File: src/rtl/acc_clk_pkg.sv
// Shared constants and helpers for the phase-accumulator rate generator.
package acc_clk_pkg;

    localparam int unsigned DEF_ACC_SIZE = 16;
    localparam int unsigned DEF_OVS      = 16;
    localparam int unsigned DEF_FCW_RST  = 151;

    // Clock-output shaping mode; only the 50% duty form is implemented today.
    typedef enum logic [0:0] {
        CLK_MODE_DUTY50 = 1'b0,
        CLK_MODE_PULSE  = 1'b1
    } clk_mode_e;

    // Round-to-nearest FCW for a target baud rate at the default oversample ratio.
    function automatic longint unsigned calc_fcw(
        input longint unsigned fclk_hz,
        input longint unsigned fout_hz,
        input int unsigned     acc_size
    );
        longint unsigned num;
        num = (fout_hz * longint'(DEF_OVS)) << acc_size;
        return (num + fclk_hz / 2) / fclk_hz;
    endfunction

    localparam int unsigned FCW_50M_9600    = 32'(calc_fcw(64'd50_000_000,  64'd9600,   DEF_ACC_SIZE));
    localparam int unsigned FCW_50M_115200  = 32'(calc_fcw(64'd50_000_000,  64'd115200, DEF_ACC_SIZE));
    localparam int unsigned FCW_100M_9600   = 32'(calc_fcw(64'd100_000_000, 64'd9600,   DEF_ACC_SIZE));
    localparam int unsigned FCW_100M_115200 = 32'(calc_fcw(64'd100_000_000, 64'd115200, DEF_ACC_SIZE));

endpackage

File: src/rtl/acc_baud_gen_if.sv
// FCW load handshake between the register interface and the rate generator.
interface acc_baud_gen_if import acc_clk_pkg::*; #(
    parameter int unsigned ACC_SIZE = DEF_ACC_SIZE
) ();

    logic [ACC_SIZE-1:0] fcw_i;
    logic                fcw_valid_i;
    logic                fcw_ready_o;

    modport master (
        output fcw_i,
        output fcw_valid_i,
        input  fcw_ready_o
    );

    modport slave (
        input  fcw_i,
        input  fcw_valid_i,
        output fcw_ready_o
    );

endinterface

File: src/rtl/acc_phase_core.sv
// Phase accumulator with a shadowed FCW that switches only at overflow.
module acc_phase_core import acc_clk_pkg::*; #(
    parameter int unsigned ACC_SIZE = DEF_ACC_SIZE,
    parameter int unsigned FCW_RST  = DEF_FCW_RST
) (
    input  logic                clk_i,
    input  logic                rst_ni,
    input  logic                en_i,
    input  logic                phase_clr_i,
    input  logic [ACC_SIZE-1:0] fcw_i,
    input  logic                fcw_valid_i,
    output logic                fcw_ready_o,
    output logic                carry_o,
    output logic [ACC_SIZE-1:0] fcw_o
);

    localparam logic [ACC_SIZE-1:0] FCW_INIT = ACC_SIZE'(FCW_RST);
    localparam logic [ACC_SIZE-1:0] FCW_HALF = {1'b1, {(ACC_SIZE-1){1'b0}}};

    logic [ACC_SIZE-1:0] acc_q;
    logic [ACC_SIZE-1:0] fcw_q;
    logic [ACC_SIZE-1:0] shadow_q;
    logic                pending_q;
    logic [ACC_SIZE:0]   sum;
    logic                carry;
    logic                accept;
    logic                apply;

    // Next phase, overflow, and when the shadow word may take effect.
    always_comb begin
        sum    = {1'b0, acc_q} + {1'b0, fcw_q};
        carry  = en_i & sum[ACC_SIZE];
        accept = fcw_valid_i & ~pending_q;
        // A zero FCW never overflows, so it must not block its own replacement.
        apply  = pending_q & (phase_clr_i | ~en_i | carry | (fcw_q == '0));
    end

    // Accumulator, active FCW and shadow/handshake state.
    always_ff @(posedge clk_i) begin
        if (!rst_ni) begin
            acc_q     <= '0;
            fcw_q     <= FCW_INIT;
            shadow_q  <= '0;
            pending_q <= 1'b0;
        end else begin
            if (phase_clr_i) begin
                acc_q <= '0;
            end else if (en_i) begin
                acc_q <= sum[ACC_SIZE-1:0];
            end
            if (apply) begin
                fcw_q     <= shadow_q;
                pending_q <= 1'b0;
            end else if (accept) begin
                shadow_q  <= fcw_i;
                pending_q <= 1'b1;
            end
        end
    end

    // Words above half scale make overflow ticks run back-to-back.
    assert property (@(posedge clk_i) disable iff (!rst_ni) fcw_q <= FCW_HALF);

    assign fcw_ready_o = ~pending_q;
    assign carry_o     = carry;
    assign fcw_o       = fcw_q;

endmodule

File: src/rtl/acc_baud_gen.sv
// Oversample tick, baud tick and baud clock derived from the phase core.
module acc_baud_gen import acc_clk_pkg::*; #(
    parameter int unsigned ACC_SIZE = DEF_ACC_SIZE,
    parameter int unsigned OVS      = DEF_OVS,
    parameter int unsigned FCW_RST  = DEF_FCW_RST
) (
    input  logic                clk_i,
    input  logic                rst_ni,
    input  logic                en_i,
    input  logic                phase_clr_i,
    acc_baud_gen_if.slave       fcw_if,
    output logic [ACC_SIZE-1:0] fcw_o,
    output logic                ovs_tick_o,
    output logic                baud_tick_o,
    output logic                clk_o
);

    localparam int unsigned      CNT_W    = $clog2(OVS);
    localparam logic [CNT_W-1:0] CNT_MAX  = CNT_W'(OVS - 1);
    localparam logic [CNT_W-1:0] CNT_HALF = CNT_W'(OVS / 2);

    logic             carry;
    logic [CNT_W-1:0] cnt_q;
    logic [CNT_W-1:0] cnt_nxt;

    acc_phase_core #(
        .ACC_SIZE (ACC_SIZE),
        .FCW_RST  (FCW_RST)
    ) u_core (
        .clk_i       (clk_i),
        .rst_ni      (rst_ni),
        .en_i        (en_i),
        .phase_clr_i (phase_clr_i),
        .fcw_i       (fcw_if.fcw_i),
        .fcw_valid_i (fcw_if.fcw_valid_i),
        .fcw_ready_o (fcw_if.fcw_ready_o),
        .carry_o     (carry),
        .fcw_o       (fcw_o)
    );

    // Oversample counter advances once per accumulator overflow.
    always_comb begin
        cnt_nxt = cnt_q;
        if (carry) begin
            cnt_nxt = (cnt_q == CNT_MAX) ? '0 : cnt_q + 1'b1;
        end
    end

    // Registered tick and clock outputs; phase clear takes priority over a carry.
    always_ff @(posedge clk_i) begin
        if (!rst_ni) begin
            cnt_q       <= '0;
            ovs_tick_o  <= 1'b0;
            baud_tick_o <= 1'b0;
            clk_o       <= 1'b1;
        end else if (phase_clr_i) begin
            cnt_q       <= '0;
            ovs_tick_o  <= 1'b0;
            baud_tick_o <= 1'b0;
            clk_o       <= 1'b1;
        end else if (!en_i) begin
            ovs_tick_o  <= 1'b0;
            baud_tick_o <= 1'b0;
        end else begin
            cnt_q       <= cnt_nxt;
            ovs_tick_o  <= carry;
            baud_tick_o <= carry && (cnt_q == CNT_MAX);
            clk_o       <= (cnt_nxt < CNT_HALF);
        end
    end

endmodule

File: src/flat_wrapper.sv
// flat-port wrapper written by rule: the top's interface ports become plain ports
module acc_baud_gen_flat import acc_clk_pkg::*;
#(
    parameter int unsigned ACC_SIZE = DEF_ACC_SIZE,
    parameter int unsigned OVS      = DEF_OVS,
    parameter int unsigned FCW_RST  = DEF_FCW_RST
)
  (clk_i, rst_ni, en_i, phase_clr_i, fcw_o, ovs_tick_o, baud_tick_o, clk_o, fcw_if_fcw_i, fcw_if_fcw_valid_i, fcw_if_fcw_ready_o);
  acc_baud_gen_if #(.ACC_SIZE(ACC_SIZE)) fcw_if_i ();
  input  logic clk_i;
  input  logic rst_ni;
  input  logic en_i;
  input  logic phase_clr_i;
  output logic [ACC_SIZE-1:0] fcw_o;
  output logic ovs_tick_o;
  output logic baud_tick_o;
  output logic clk_o;
  input wire logic [$bits(fcw_if_i.fcw_i)-1:0] fcw_if_fcw_i;
  input wire logic [$bits(fcw_if_i.fcw_valid_i)-1:0] fcw_if_fcw_valid_i;
  output wire logic [$bits(fcw_if_i.fcw_ready_o)-1:0] fcw_if_fcw_ready_o;
  assign fcw_if_i.fcw_i = fcw_if_fcw_i;
  assign fcw_if_i.fcw_valid_i = fcw_if_fcw_valid_i;
  assign fcw_if_fcw_ready_o = fcw_if_i.fcw_ready_o;
  acc_baud_gen #(.ACC_SIZE(ACC_SIZE), .OVS(OVS), .FCW_RST(FCW_RST)) u_core (.clk_i(clk_i), .rst_ni(rst_ni), .en_i(en_i), .phase_clr_i(phase_clr_i), .fcw_if(fcw_if_i), .fcw_o(fcw_o), .ovs_tick_o(ovs_tick_o), .baud_tick_o(baud_tick_o), .clk_o(clk_o));
endmodule
File: config.mk
export PLATFORM = sky130hd
export DESIGN_NAME = acc_baud_gen_flat
export DESIGN_NICKNAME = d
export VERILOG_FILES = /design/src/rtl/acc_clk_pkg.sv /design/src/rtl/acc_baud_gen_if.sv /design/src/rtl/acc_phase_core.sv /design/src/rtl/acc_baud_gen.sv /design/src/flat_wrapper.sv
export SDC_FILE = /design/constraint.sdc
export NUM_CORES = 1
export LEC_CHECK = 0
export CAP_MARGIN = 20
export CORE_UTILIZATION = 55
export CTS_BUF_LIST = sky130_fd_sc_hd__clkbuf_4 sky130_fd_sc_hd__clkbuf_8
export CTS_CLUSTER_DIAMETER = 50
export DETAILED_ROUTE_END_ITERATION = 12
export DONT_BUFFER_PORTS = 1
export GPL_TIMING_DRIVEN = 0
export PLACE_DENSITY = 0.7
export RECOVER_POWER = 100
export SLEW_MARGIN = 40
export SYNTH_ARGS = -nofsm -noshare
export SYNTH_HDL_FRONTEND = slang
export SYNTH_SLANG_ARGS = --single-unit
File: constraint.sdc
create_clock -name clk_i -period 3.45 [get_ports clk_i]
set_input_delay 0.345 -clock clk_i [delete_from_list [all_inputs] [get_ports clk_i]]
set_output_delay 0.345 -clock clk_i [all_outputs]
set_load 0.02 [all_outputs]
Word level (Yosys, flattened, before mapping)
Index checks and enable logic that the tools add are counted.

cells by class
  eq/ne operators = 1
  bitwise gates (word level) = 10
  magnitude comparators = 1
  reductions and logical operators = 6
  add/subtract/negate cells = 2
  multiplexer cells = 2

operators with widths
  cell                                               count
  adder 16 x 16 -> 17 bit                            1
  logical NOT 16 bit                                 1
  two-way mux 4 bit                                  2
  adder 4 x 1 -> 4 bit, second input constant        1
  == test 4 bit, second input constant               1
  less-than comparator 4 bit, second input constant  1
  NOT 1 bit                                          4
  OR reduction 2 bit                                 2
  AND 1 bit                                          3
  bitwise OR 1 bit                                   3
  OR reduction 3 bit                                 1
  AND reduction 2 bit                                1
  logical AND 1 bit                                  1

storage, ports and cells
  bits in registers = 56
  logic and storage cells = 30
  output and inout bits = 20
  input port bits = 21

Longest topological paths before layout
  depth after elaboration = 7
  depth in mapped cells = 9

Hierarchy
A second synthesis with hierarchy kept.

unflattened totals
  cell total of the unflattened synthesis = 325
  area total of the unflattened synthesis = 2892.8 um^2

by module, submodules not included
  module          seq. area each (um^2)  area each (um^2)  cells each  instances
  acc_phase_core  980.9                  2603.7            294         1
  acc_baud_gen    140.1                  289.0             31          1

Worst setup path after synthesis
No wires, ideal clock.

  path type = flip-flop to flip-flop
  from = reg u_core.u_core.fcw_q[0], in the netlist u_core.u_core.fcw_o[0]
  to = reg u_core.u_core.acc_q[14]
  stages on the path, launching flop included = 9
  arrival time = 2.448 ns
  setup time = 0.132 ns
  setup slack = 0.870 ns
  path through = dfxtp_1 > ha_1 > fa_1 > a211oi_2 > nor3_1 > or4_1 > a31oi_1 > mux2i_1 > o21ai_0

between the ends
  longest elaborated chain between the ends = 1

RTL lines
  what                     RTL line              RTL
  from (decl)              acc_phase_core.sv:21  logic [ACC_SIZE-1:0] fcw_q;
  from (signal assigned)   acc_phase_core.sv:52  fcw_q <= shadow_q;
  adder 16 x 16 -> 17 bit  acc_phase_core.sv:31  sum = {1'b0, acc_q} + {1'b0, fcw_q};
  to (signal assigned)     acc_phase_core.sv:49  acc_q <= sum[ACC_SIZE-1:0];
  to (decl)                acc_phase_core.sv:20  logic [ACC_SIZE-1:0] acc_q;

Every way passes these cells.
A chain may end at the register's enable or synchronous reset.

Worst setup path in the final report
  from = reg u_core.u_core.fcw_q[7], in the netlist u_core.u_core.fcw_o[7]
  to = reg u_core.u_core.fcw_q[11], in the netlist u_core.u_core.fcw_o[11]

between the ends
  longest elaborated chain between the ends = 5
  elaborated cells between the ends (all ways) = 6
  those cells by class = add/sub (1); bitwise (4); reduce/logical (1)

RTL lines
  what                     RTL line              RTL
  adder 16 x 16 -> 17 bit  acc_phase_core.sv:31
  AND 1 bit                acc_phase_core.sv:32  carry = en_i & sum[ACC_SIZE];
  bitwise OR 1 bit         acc_phase_core.sv:35  apply = pending_q & (phase_clr_i | ~en_i | carry | (fcw_q == '0));
  bitwise OR 1 bit (*)     acc_phase_core.sv:35
  AND 1 bit (*)            acc_phase_core.sv:35

Every way passes the cells marked *; elsewhere a longest branch is shown, timed or not.

==> impl_metrics.json <==
{
  "grt.overflow.total": 0,
  "vias_per_cell": 5.938,
  "synth_top_area_cell": "dfxtp_1",
  "synth-adder-area-share": 0.07614,
  "grt_antenna_before_repair": 0,
  "switching_power_uw": 349.7,
  "r2r_slack_ns": 0.46,
  "seq_area_sq_mm": 0.001121,
  "setup_tns_ns": 0,
  "clkTransAtPathRegs_ns": 0.10,
  "drt-pass1-iter-count": 4,
  "area.growth.synth_to_final_pct": 4.093,
  "power.density_mw_per_mm2": 390.5,
  "p_int_uw": 893.0,
  "grt_usage": 0.2615,
  "vias": 2589,
  "clock_sinks": 56,
  "seq_area_frac_synth": 0.3668,
  "cts_inserted_buffers": 5,
  "synth_warnings": 0,
  "initial_core_util": 0.5836,
  "synth_compound_area_frac": 0.2186,
  "maxCapViolations": 0,
  "hp-class": "in2reg",
  "ir_worst_vdd_mv": 0.2345,
  "async_flop_share": 0,
  "die_area_sq_mm": 0.005860,
  "timing.rr.start": "u_core.u_core.fcw_o[7]$_SDFFE_PN1P_",
  "drt-total-wl_um": 7061,
  "dp_hpwl_um": 5272,
  "pwr-share-comb": 0.116,
  "synth_cell_type_count": 55,
  "worstPathArrival_ns": 3.19,
  "synth_xor_area_frac": 0.01719,
  "clk_path_buf_depth": 2,
  "maxSlewHeadroom": 0.5306,
  "clk_latency_ns": 0.31,
  "worstSetupPathType": "reg2reg",
  "tightest_slew_ns": 0.7041,
  "drt_iter0_drc": 146,
  "drc": 0,
  "io_pins": 41,
  "synth-seq-cells": 56,
  "synth_ff_type": "dfxtp_1",
  "critical_path.startpoint_type": "register",
  "num-nets-final": 404,
  "synth.area.top_cells": "dfxtp_1, nand2_1, ha_1",
  "first_global_vias": 2530,
  "syn_area_per_cell_sq_um": 8.538,
  "status": "finished, final reports clean",
  "max_freq_mhz": 334.9,
  "cts_tree": "yes",
  "synth_top_area_frac": 0.3668,
  "place_congestion": 0.8691,
  "synth_fp_nets": 397,
  "min_from": "fcw_if_fcw_i[0]",
  "leakagePower_uw": 0.001178,
  "synth_edf_count": 0,
  "fin_crit_sh": 0.8654,
  "nFillCells": 523,
  "syn_area_sq_mm": 0.003057,
  "io_buffers": 0,
  "power_frac_seq": 0.562,
  "synth_top_family_by_area": "simple AND/OR/NAND/NOR gates",
  "p_clk_frac": 0.322,
  "h-tree-depth": 2,
  "setup_viol": 0,
  "crit_path_end_kind": "register",
  "hold_depth": 2,
  "synth-simple-area-share": 0.2305,
  "cp_data_required_time_ns": 3.65,
  "chipHeight_um": 76.55,
  "fin_crit_ns": 2.986,
  "syn_inst": 358,
  "hold_buffers": 0,
  "grt_max_degree": 19,
  "insertedDiodeCount": 0,
  "root_buffer": "clkbuf_8",
  "cts_setup_buffers": 0,
  "muxShareOfSynthArea": 0.04585,
  "finalMaxSlewViolations": 0,
  "wl_per_cell_um": 16.19,
  "r2r-end": "u_core.u_core.fcw_o[11]$_SDFFE_PN0P_",
  "chipWidth_um": 76.55,
  "postRouteAntennaNets": 0,
  "fin_skew_ns": 0.002872,
  "multi_input_area_sq_mm": 0.001749,
  "finalHoldViolCount": 0,
  "grt_pass1_wl_um": 12240,
  "fin_util": 0.6075,
  "reg2reg_depth": 8,
  "core_area_sq_mm": 0.005238,
  "fp-row-count": 26,
  "critPathMaxFanout": 10,
  "rsz0062_at_grt": "false",
  "hold_end": "u_core.u_core.shadow_q[0]$_SDFFE_PN0P_",
  "drive_above_1_share": 0.07104,
  "cts_resized": 0,
  "swShare": 0.2814
}
[cell type report]
| cell class | instances | area share |
|---|---|---|
| buffer | 20 | 0.03067 |
| multi-input combinational | 275 | 0.5497 |
| sequential | 56 | 0.3523 |
| inverter | 7 | 0.008258 |
| clock inverter | 2 | 0.005505 |
| clock buffer | 6 | 0.02595 |
| tap | 70 | 0.02753 |
[power groups by stage]
stage	Clock [uW]	Sequential (uW)	Combinational [uW]
finish	400	699	144
global route	429	702	165
CTS	405	699	152
detailed placement	0	713	152
global placement	0	713	149
floorplan	0	706	122
[logic make-up after synthesis]
logic type	count (synthesis)
DFF	56
and+or+nand+nor	148
buffers and inverters	27
AOI/OAI and AO/OA	89
xor gates and xnor gates	6
muxes	14
adders and majority gates	18
[stage by stage]
step | instance area, sq um | setup slack (ns) | cells | total power (uW) | hold WS, ns
detailed placement | 3144 | 0.5791 | 428 | 865.3 | 0.4590
finish | 3182 | 0.4642 | 436 | 1243 | 0.1635
global route | 3182 | 0.2375 | 436 | 1296 | 0.1646
global placement | 3144 | 0.5887 | 428 | 861.4 | 0.4465
CTS | 3244 | 0.5590 | 436 | 1256 | 0.1575
floorplan | 3057 | 0.8704 | 358 | 828.7 | 0.4372
[worst max-delay path, stage by stage (launching register included)]
cell and delay (ns):
dfxtp_1 0.43, ha_1 0.33, clkbuf_1 0.32, nand3_2 0.11, nor4_1 0.58, o311ai_4 0.22, a31oi_4 0.45, clkbuf_2 0.31
o21ai_0 0.13
[per-layer routing]
layer	GRT usage	vias up	wire [um]
met5	0	-	0
met4	0.1038	0	151
met3	0.05030	15	402
met2	0.4306	59	3196
met1	0.3356	1208	3310
li1	-	1307	-
[flip-flops by register name, summed over array words and instances (netlist names)]
name,count
u_core.u_core.acc_q,16
u_core.cnt_q,4
u_core.clk_o,1
u_core.u_core.shadow_q,16
u_core.u_core.pending_q,1
u_core.baud_tick_o,1
u_core.ovs_tick_o,1
u_core.u_core.fcw_o,16
[Yosys cell counts, drive strengths merged, types with 2 or more instances]
cell type	instances
a21o	2
o211ai	2
nor2b	3
a21oi	19
a2111oi	2
a211oi	6
o21ai	20
a21boi	19
a311o	2
nand3	27
nor3	12
mux2i	14
nor4	5
clkbuf	13
nor2	22
a31oi	5
buf	7
nand2	62
dfxtp	56
ha	17
inv	7
nand4	5
o21bai	2
xnor2	6
a211o	2
or3	3
or2	2
[worst max path at each step]
stage	startpoint	end
3_3_place_gp	u_core.u_core.fcw_o[0]$_SDFFE_PN1P_	u_core.u_core.acc_q[14]$_SDFFE_PP0P_
5_1_grt	u_core.u_core.fcw_o[7]$_SDFFE_PN1P_	u_core.u_core.fcw_o[6]$_SDFFE_PN0P_
3_5_place_dp	u_core.u_core.fcw_o[0]$_SDFFE_PN1P_	u_core.u_core.acc_q[14]$_SDFFE_PP0P_
4_1_cts	u_core.u_core.fcw_o[0]$_SDFFE_PN1P_	u_core.u_core.acc_q[14]$_SDFFE_PP0P_
2_1_floorplan	u_core.u_core.fcw_o[0]$_SDFFE_PN1P_	u_core.u_core.acc_q[14]$_SDFFE_PP0P_
6_report	u_core.u_core.fcw_o[7]$_SDFFE_PN1P_	u_core.u_core.fcw_o[11]$_SDFFE_PN0P_
[placed cells by master (no fill, tap or decap), types with 2 or more instances in the layout]
| cell | Yosys | final |
|---|---|---|
| a311o_1 | 2 | 2 |
| a21o_1 | 2 | 2 |
| nor4_1 | 4 | 5 |
| xnor2_1 | 6 | 6 |
| nand3_1 | 25 | 25 |
| a211o_1 | 2 | 2 |
| dfxtp_1 | 56 | 56 |
| a2111oi_0 | 2 | 2 |
| a21oi_1 | 17 | 19 |
| or3_1 | 3 | 3 |
| buf_4 | 2 | 2 |
| clkbuf_8 | 0 | 6 |
| o211ai_1 | 2 | 2 |
| mux2i_1 | 14 | 14 |
| nand4_1 | 4 | 4 |
| a21boi_0 | 19 | 19 |
| nand3_2 | 2 | 2 |
| nand2_1 | 62 | 62 |
| inv_1 | 7 | 7 |
| nor2b_1 | 3 | 3 |
| o21ai_0 | 7 | 14 |
| or2_2 | 2 | 2 |
| o21bai_1 | 2 | 2 |
| clkbuf_1 | 13 | 14 |
| o21ai_1 | 4 | 4 |
| a211oi_1 | 5 | 5 |
| inv_6 | 0 | 2 |
| o21ai_2 | 9 | 2 |
| a31oi_1 | 3 | 3 |
| nor2_1 | 22 | 22 |
| nor3_1 | 12 | 12 |
| buf_2 | 2 | 2 |
| ha_1 | 17 | 17 |
No activity file was read; power rests on OpenSTA's default activity.
